===== src/rtl/shifter_left_seq_if.sv =====
// Handshake/data bundle for shifter_left_seq: start/data/shamt/rot in,
// busy/done/dataOut back. master = requester (EX stage), slave = shifter.
interface shifter_left_seq_if #(
  parameter int WIDTH   = 32,
  parameter int SHAMT_W = 5
);
  logic               start;
  logic [WIDTH-1:0]   data;
  logic [SHAMT_W-1:0] shamt;
  logic               rot;
  logic               busy;
  logic               done;
  logic [WIDTH-1:0]   dataOut;

  modport master (output start, data, shamt, rot, input  busy, done, dataOut);
  modport slave  (input  start, data, shamt, rot, output busy, done, dataOut);
endinterface


===== src/rtl/shifter_left_seq.sv =====
// shifter_left_seq: multi-cycle 32-bit logical left shifter.
// One binary stage (16/8/4/2/1) per clock, then a terminal cycle and a
// single DONE cycle, giving a 7-cycle start-to-start interval.
// Optional feature macro: SHIFTER_ROTATE_EN (rot=1 turns active stages
// into rotate-left). Without it rot is ignored and the port list is unchanged.
module shifter_left_seq #(
  parameter int WIDTH   = 32,
  parameter int SHAMT_W = 5
) (
  input  logic              clk,
  input  logic              rst,
  shifter_left_seq_if.slave bus
);

  localparam logic [1:0] S_IDLE  = 2'd0;
  localparam logic [1:0] S_SHIFT = 2'd1;
  localparam logic [1:0] S_DONE  = 2'd2;

  logic [1:0]         state_q, state_d;
  logic [2:0]         cnt_q, cnt_d;
  logic [WIDTH-1:0]   work_q, work_d;
  logic [SHAMT_W-1:0] shamt_q, shamt_d;
  logic               rot_q, rot_d;
  logic [WIDTH-1:0]   data_out_q, data_out_d;

  logic               stage_on;
  logic [WIDTH-1:0]   stage_shl;
  logic [WIDTH-1:0]   stage_rol;

  // Stage select: cnt 0..4 maps to shift distance 16>>cnt, gated by shamt[4-cnt].
  always_comb begin
    stage_on  = 1'b0;
    stage_shl = work_q;
    stage_rol = work_q;
    case (cnt_q)
      3'd0: begin
        stage_on  = shamt_q[4];
        stage_shl = {work_q[WIDTH-17:0], 16'h0};
        stage_rol = {work_q[WIDTH-17:0], work_q[WIDTH-1:WIDTH-16]};
      end
      3'd1: begin
        stage_on  = shamt_q[3];
        stage_shl = {work_q[WIDTH-9:0], 8'h0};
        stage_rol = {work_q[WIDTH-9:0], work_q[WIDTH-1:WIDTH-8]};
      end
      3'd2: begin
        stage_on  = shamt_q[2];
        stage_shl = {work_q[WIDTH-5:0], 4'h0};
        stage_rol = {work_q[WIDTH-5:0], work_q[WIDTH-1:WIDTH-4]};
      end
      3'd3: begin
        stage_on  = shamt_q[1];
        stage_shl = {work_q[WIDTH-3:0], 2'b0};
        stage_rol = {work_q[WIDTH-3:0], work_q[WIDTH-1:WIDTH-2]};
      end
      3'd4: begin
        stage_on  = shamt_q[0];
        stage_shl = {work_q[WIDTH-2:0], 1'b0};
        stage_rol = {work_q[WIDTH-2:0], work_q[WIDTH-1]};
      end
      default: ;
    endcase
  end

  // FSM next state: latch operands in IDLE, step stages in SHIFT,
  // publish the result on the edge into DONE.
  always_comb begin
    state_d    = state_q;
    cnt_d      = cnt_q;
    work_d     = work_q;
    shamt_d    = shamt_q;
    rot_d      = rot_q;
    data_out_d = data_out_q;
    case (state_q)
      S_IDLE: begin
        if (bus.start) begin
          work_d  = bus.data;
          shamt_d = bus.shamt;
`ifdef SHIFTER_ROTATE_EN
          rot_d   = bus.rot;
`else
          rot_d   = 1'b0;
`endif
          cnt_d   = 3'd0;
          state_d = S_SHIFT;
        end
      end
      S_SHIFT: begin
        // cnt==5 is the terminal cycle after the last stage; the extra
        // cycle keeps the issue interval the stall logic is built around.
        if (cnt_q == 3'd5) begin
          data_out_d = work_q;
          state_d    = S_DONE;
        end else begin
          if (stage_on) work_d = rot_q ? stage_rol : stage_shl;
          cnt_d = cnt_q + 3'd1;
        end
      end
      S_DONE:  state_d = S_IDLE;
      default: state_d = S_IDLE;
    endcase
  end

  // State registers; reset aborts any in-flight shift and clears the result.
  always_ff @(posedge clk) begin
    if (rst) begin
      state_q    <= S_IDLE;
      cnt_q      <= 3'd0;
      work_q     <= '0;
      shamt_q    <= '0;
      rot_q      <= 1'b0;
      data_out_q <= '0;
    end else begin
      state_q    <= state_d;
      cnt_q      <= cnt_d;
      work_q     <= work_d;
      shamt_q    <= shamt_d;
      rot_q      <= rot_d;
      data_out_q <= data_out_d;
    end
  end

  assign bus.busy    = (state_q != S_IDLE);
  assign bus.done    = (state_q == S_DONE);
  assign bus.dataOut = data_out_q;

endmodule


===== src/flat_wrapper.sv =====
// flat-port wrapper written by rule: the top's interface ports become plain ports
module shifter_left_seq_flat 
#(
  parameter int WIDTH   = 32,
  parameter int SHAMT_W = 5
)
  (clk, rst, bus_start, bus_data, bus_shamt, bus_rot, bus_busy, bus_done, bus_dataOut);
  shifter_left_seq_if #(.WIDTH(WIDTH), .SHAMT_W(SHAMT_W)) bus_i ();
  input  logic clk;
  input  logic rst;
  input wire logic [$bits(bus_i.start)-1:0] bus_start;
  input wire logic [$bits(bus_i.data)-1:0] bus_data;
  input wire logic [$bits(bus_i.shamt)-1:0] bus_shamt;
  input wire logic [$bits(bus_i.rot)-1:0] bus_rot;
  output wire logic [$bits(bus_i.busy)-1:0] bus_busy;
  output wire logic [$bits(bus_i.done)-1:0] bus_done;
  output wire logic [$bits(bus_i.dataOut)-1:0] bus_dataOut;
  assign bus_i.start = bus_start;
  assign bus_i.data = bus_data;
  assign bus_i.shamt = bus_shamt;
  assign bus_i.rot = bus_rot;
  assign bus_busy = bus_i.busy;
  assign bus_done = bus_i.done;
  assign bus_dataOut = bus_i.dataOut;
  shifter_left_seq #(.WIDTH(WIDTH), .SHAMT_W(SHAMT_W)) u_core (.clk(clk), .rst(rst), .bus(bus_i));
endmodule

===== config.mk =====
export PLATFORM = sky130hd
export DESIGN_NAME = shifter_left_seq_flat
export DESIGN_NICKNAME = d
export VERILOG_FILES = /design/src/rtl/shifter_left_seq_if.sv /design/src/rtl/shifter_left_seq.sv /design/src/flat_wrapper.sv
export SDC_FILE = /design/constraint.sdc
export NUM_CORES = 1
export LEC_CHECK = 0
export CORE_ASPECT_RATIO = 0.6
export CORE_MARGIN = 8
export CORE_UTILIZATION = 55
export DETAILED_ROUTE_END_ITERATION = 8
export DONT_BUFFER_PORTS = 1
export MAX_ROUTING_LAYER = met4
export PLACE_DENSITY = 0.73
export SYNTH_ARGS = -nofsm -noshare
export SYNTH_HDL_FRONTEND = slang
export SYNTH_SLANG_ARGS = --single-unit

===== constraint.sdc =====
create_clock -name clk -period 2.3 [get_ports clk]
set_input_delay 0.46 -clock clk [delete_from_list [all_inputs] [get_ports clk]]
set_output_delay 0.46 -clock clk [all_outputs]
set_load 0.05 [all_outputs]

==> results.sh <==
export IMPL_status="completed"
export IMPL_rows=25
export IMPL_antenna_found_initial=0
export IMPL_h_tree_depth=3
export IMPL_drc=0
export IMPL_hold_path_class="input pin to flop"
export IMPL_insertion_delay_ps=340
export IMPL_viasPerCell=7.01
export IMPL_utilization_pct=62.9
export IMPL_period_needed_ps=2190
export IMPL_total_leakage_power_nw=1.66
export IMPL_cts_tree="yes"
export IMPL_antennaDiodeCount=0
export IMPL_die_w_um=133
export IMPL_synth_seq_area_share_pct=32.8
export IMPL_required_ps=2570
export IMPL_first_global_vias=4422
export IMPL_async_reset_ff_share_pct=0
export IMPL_ys_types=48
export IMPL_clkSinkCount=74
export IMPL_nets=615
export IMPL_synthCells=594
export IMPL_rsz0062_at_grt="no"
export IMPL_grt_ovfl_total=0
export IMPL_avgRoutedWirePerCell_um=22.2
export IMPL_dp_slack_ps=64.5
export IMPL_place_area_um2=4640
export IMPL_grt_max_degree=62
export IMPL_ioPinCount=75
export IMPL_gr_usage_all_layers_pct=26.1
export IMPL_final_common_cell="nand2_1"
export IMPL_numPortBuffers=0
export IMPL_final_area_um2=4980
export IMPL_clock_fmax_mhz=457
export IMPL_finalCritPeriodShare_pct=95.2
export IMPL_layout_drive_gt1_share_pct=11.0
export IMPL_synth_edf_count=0
export IMPL_fin_ws_ps=110
export IMPL_start_kind="flop"
export IMPL_drt_iter0_drc=725
export IMPL_dr_pass1_iters=6
export IMPL_power_total_mw=3.51
export IMPL_avgSynthCellArea_um2=7.61
export IMPL_syn_to_final_growth_pct=10.1
export IMPL_cp_data_arrival_time_ps=2460
export IMPL_setup_violations=0
export IMPL_maxCapViolCount=0
export IMPL_yosysTopAreaCell="dfxtp_1"
export IMPL_cts_root_buf="clkbuf_16"
export IMPL_synth_nets=640
export IMPL_path_class="flop to flop"
export IMPL_place_congestion=0.915
export IMPL_mostFrequentLayoutCells="nand2_1, dfxtp_1, o21ai_0, a21oi_1, a31oi_1"
export IMPL_slew_violations=0
export IMPL_synth_top_cell_area_share_pct=32.8
export IMPL_synth_area_um2=4520
export IMPL_p_per_area_nw_per_um2=705
export IMPL_synthTopCellsByArea="dfxtp_1, nand2_1, a31oi_1"
export IMPL_clk_pin_slew_ps=60
export IMPL_yosysWarnings=0
export IMPL_grt_pass1_wl_um=23500
export IMPL_critPathMaxFanout=29
export IMPL_cts_buffers=9
export IMPL_tightest_slew_ps=571
export IMPL_worstSetupEndpointType="flop"
export IMPL_ys_ff_latch=74
export IMPL_clk_path_buf_depth=2
export IMPL_hold_violations=0
export IMPL_dp_hpwl_um=9980
export IMPL_postRouteAntennaNets=0
export IMPL_peakVddDrop_mv=0.537
export IMPL_initial_utilization_pct=57.1
export IMPL_routed_wl_um=15100
export IMPL_vias=4782
export IMPL_die_y_um=86.2
export IMPL_fin_skew_ps=5.42
export IMPL_dieArea_um2=11500
export IMPL_fp_coreArea_um2=7910
export IMPL_tns_ps=0
export IMPL_synth_main_ff_cell="dfxtp_1"
export IMPL_slew_headroom_pct=61.9
## logic make-up (layout without fill, tap and decap cells)
family | count (synthesis) | in the layout | synth area share, %
flops | 74 | 74 | 32.8
buf+inv | 72 | 52 | 6.98
mux | 5 | 5 | 1.11
compound gates | 201 | 201 | 31.0
fa+ha+maj | 5 | 5 | 1.38
simple gates | 237 | 237 | 26.7
## routing by layer
metal  wire (um)  vias to the layer above  global-route usage [%]
met5           0                        -                       -
met3        2150                       50                    8.14
met1        6250                     2229                    34.7
li1            -                     2141                       -
met2        6380                      362                    36.6
met4         351                        0                    9.12
## cell usage after synthesis, types with 4 or more instances
library cell and number:
a2bb2oi_1 4, a22oi_1 4, o221ai_1 24, a2111oi_2 4
clkbuf_1 47, nor4_1 6, mux2i_1 5, o21ai_0 44
a31oi_1 39, nand2_1 115, a21oi_1 40, nor2b_1 5
inv_1 4, a222oi_1 4, buf_2 10, nand2b_1 26
nor3_1 5, a22o_1 21, dfxtp_1 74, buf_4 4
ha_1 5, nor2_1 8, and2_1 16, nand3_1 24
nand4b_1 24
## stage by stage
stage,std cells,hold slack [ps]
after detailed placement,664,444
after global routing,682,174
after floorplan,594,435
after CTS,680,180
final,682,188
after global placement,664,444
## registers in the layout, indices dropped and copies added (netlist names)
signal and cells:
u_core.state_q 2, u_core.work_q 32, u_core.cnt_q 3, u_core.shamt_q 5
u_core.bus.dataOut 32
## power by group
part / switching [mW] / internal (mW) / leakage, nW / total, mW
clock: 0.574 / 0.791 / 0.130 / 1.36
sequential: 0.175 / 1.36 / 0.604 / 1.54
combinational: 0.347 / 0.262 / 0.931 / 0.609
## final timing paths
check                    startpoint           endpoint  slack [ps]  cells after the start
setup / recovery    u_core.cnt_q[1]   u_core.work_q[0]         110                      7
hold / removal                  rst  u_core.shamt_q[1]         190                      1
setup reg to reg    u_core.cnt_q[1]   u_core.work_q[0]         110                      7
hold reg to reg   u_core.shamt_q[4]  u_core.shamt_q[4]         450                      2
## what timing repair did
item / in CTS / in global routing
endpoints found under the setup margin: 0 / 4
setup buffers: 0 / 2
hold buffers: 0 / 0
resized for setup: 0 / 4
hold endpoints to repair: 0 / 0
## cell type report
class | count | area, um2
Tap cell | 108 | 135
Inverter | 4 | 15.0
Timing Repair Buffer | 32 | 319
Sequential cell | 74 | 1480
Fill cell | 710 | 2940
Multi-Input combinational cell | 448 | 2730
Clock inverter | 5 | 38.8
Clock buffer | 11 | 253
## worst max-delay path, stage by stage (launching register included)
cell,delay (ps)
dfxtp_1,400
inv_1,90
ha_1,260
a21bo_2,270
a2111oi_4,420
o32a_1,270
buf_12,210
mux2i_1,190
Note: power is estimated with default switching activity, not from simulation.
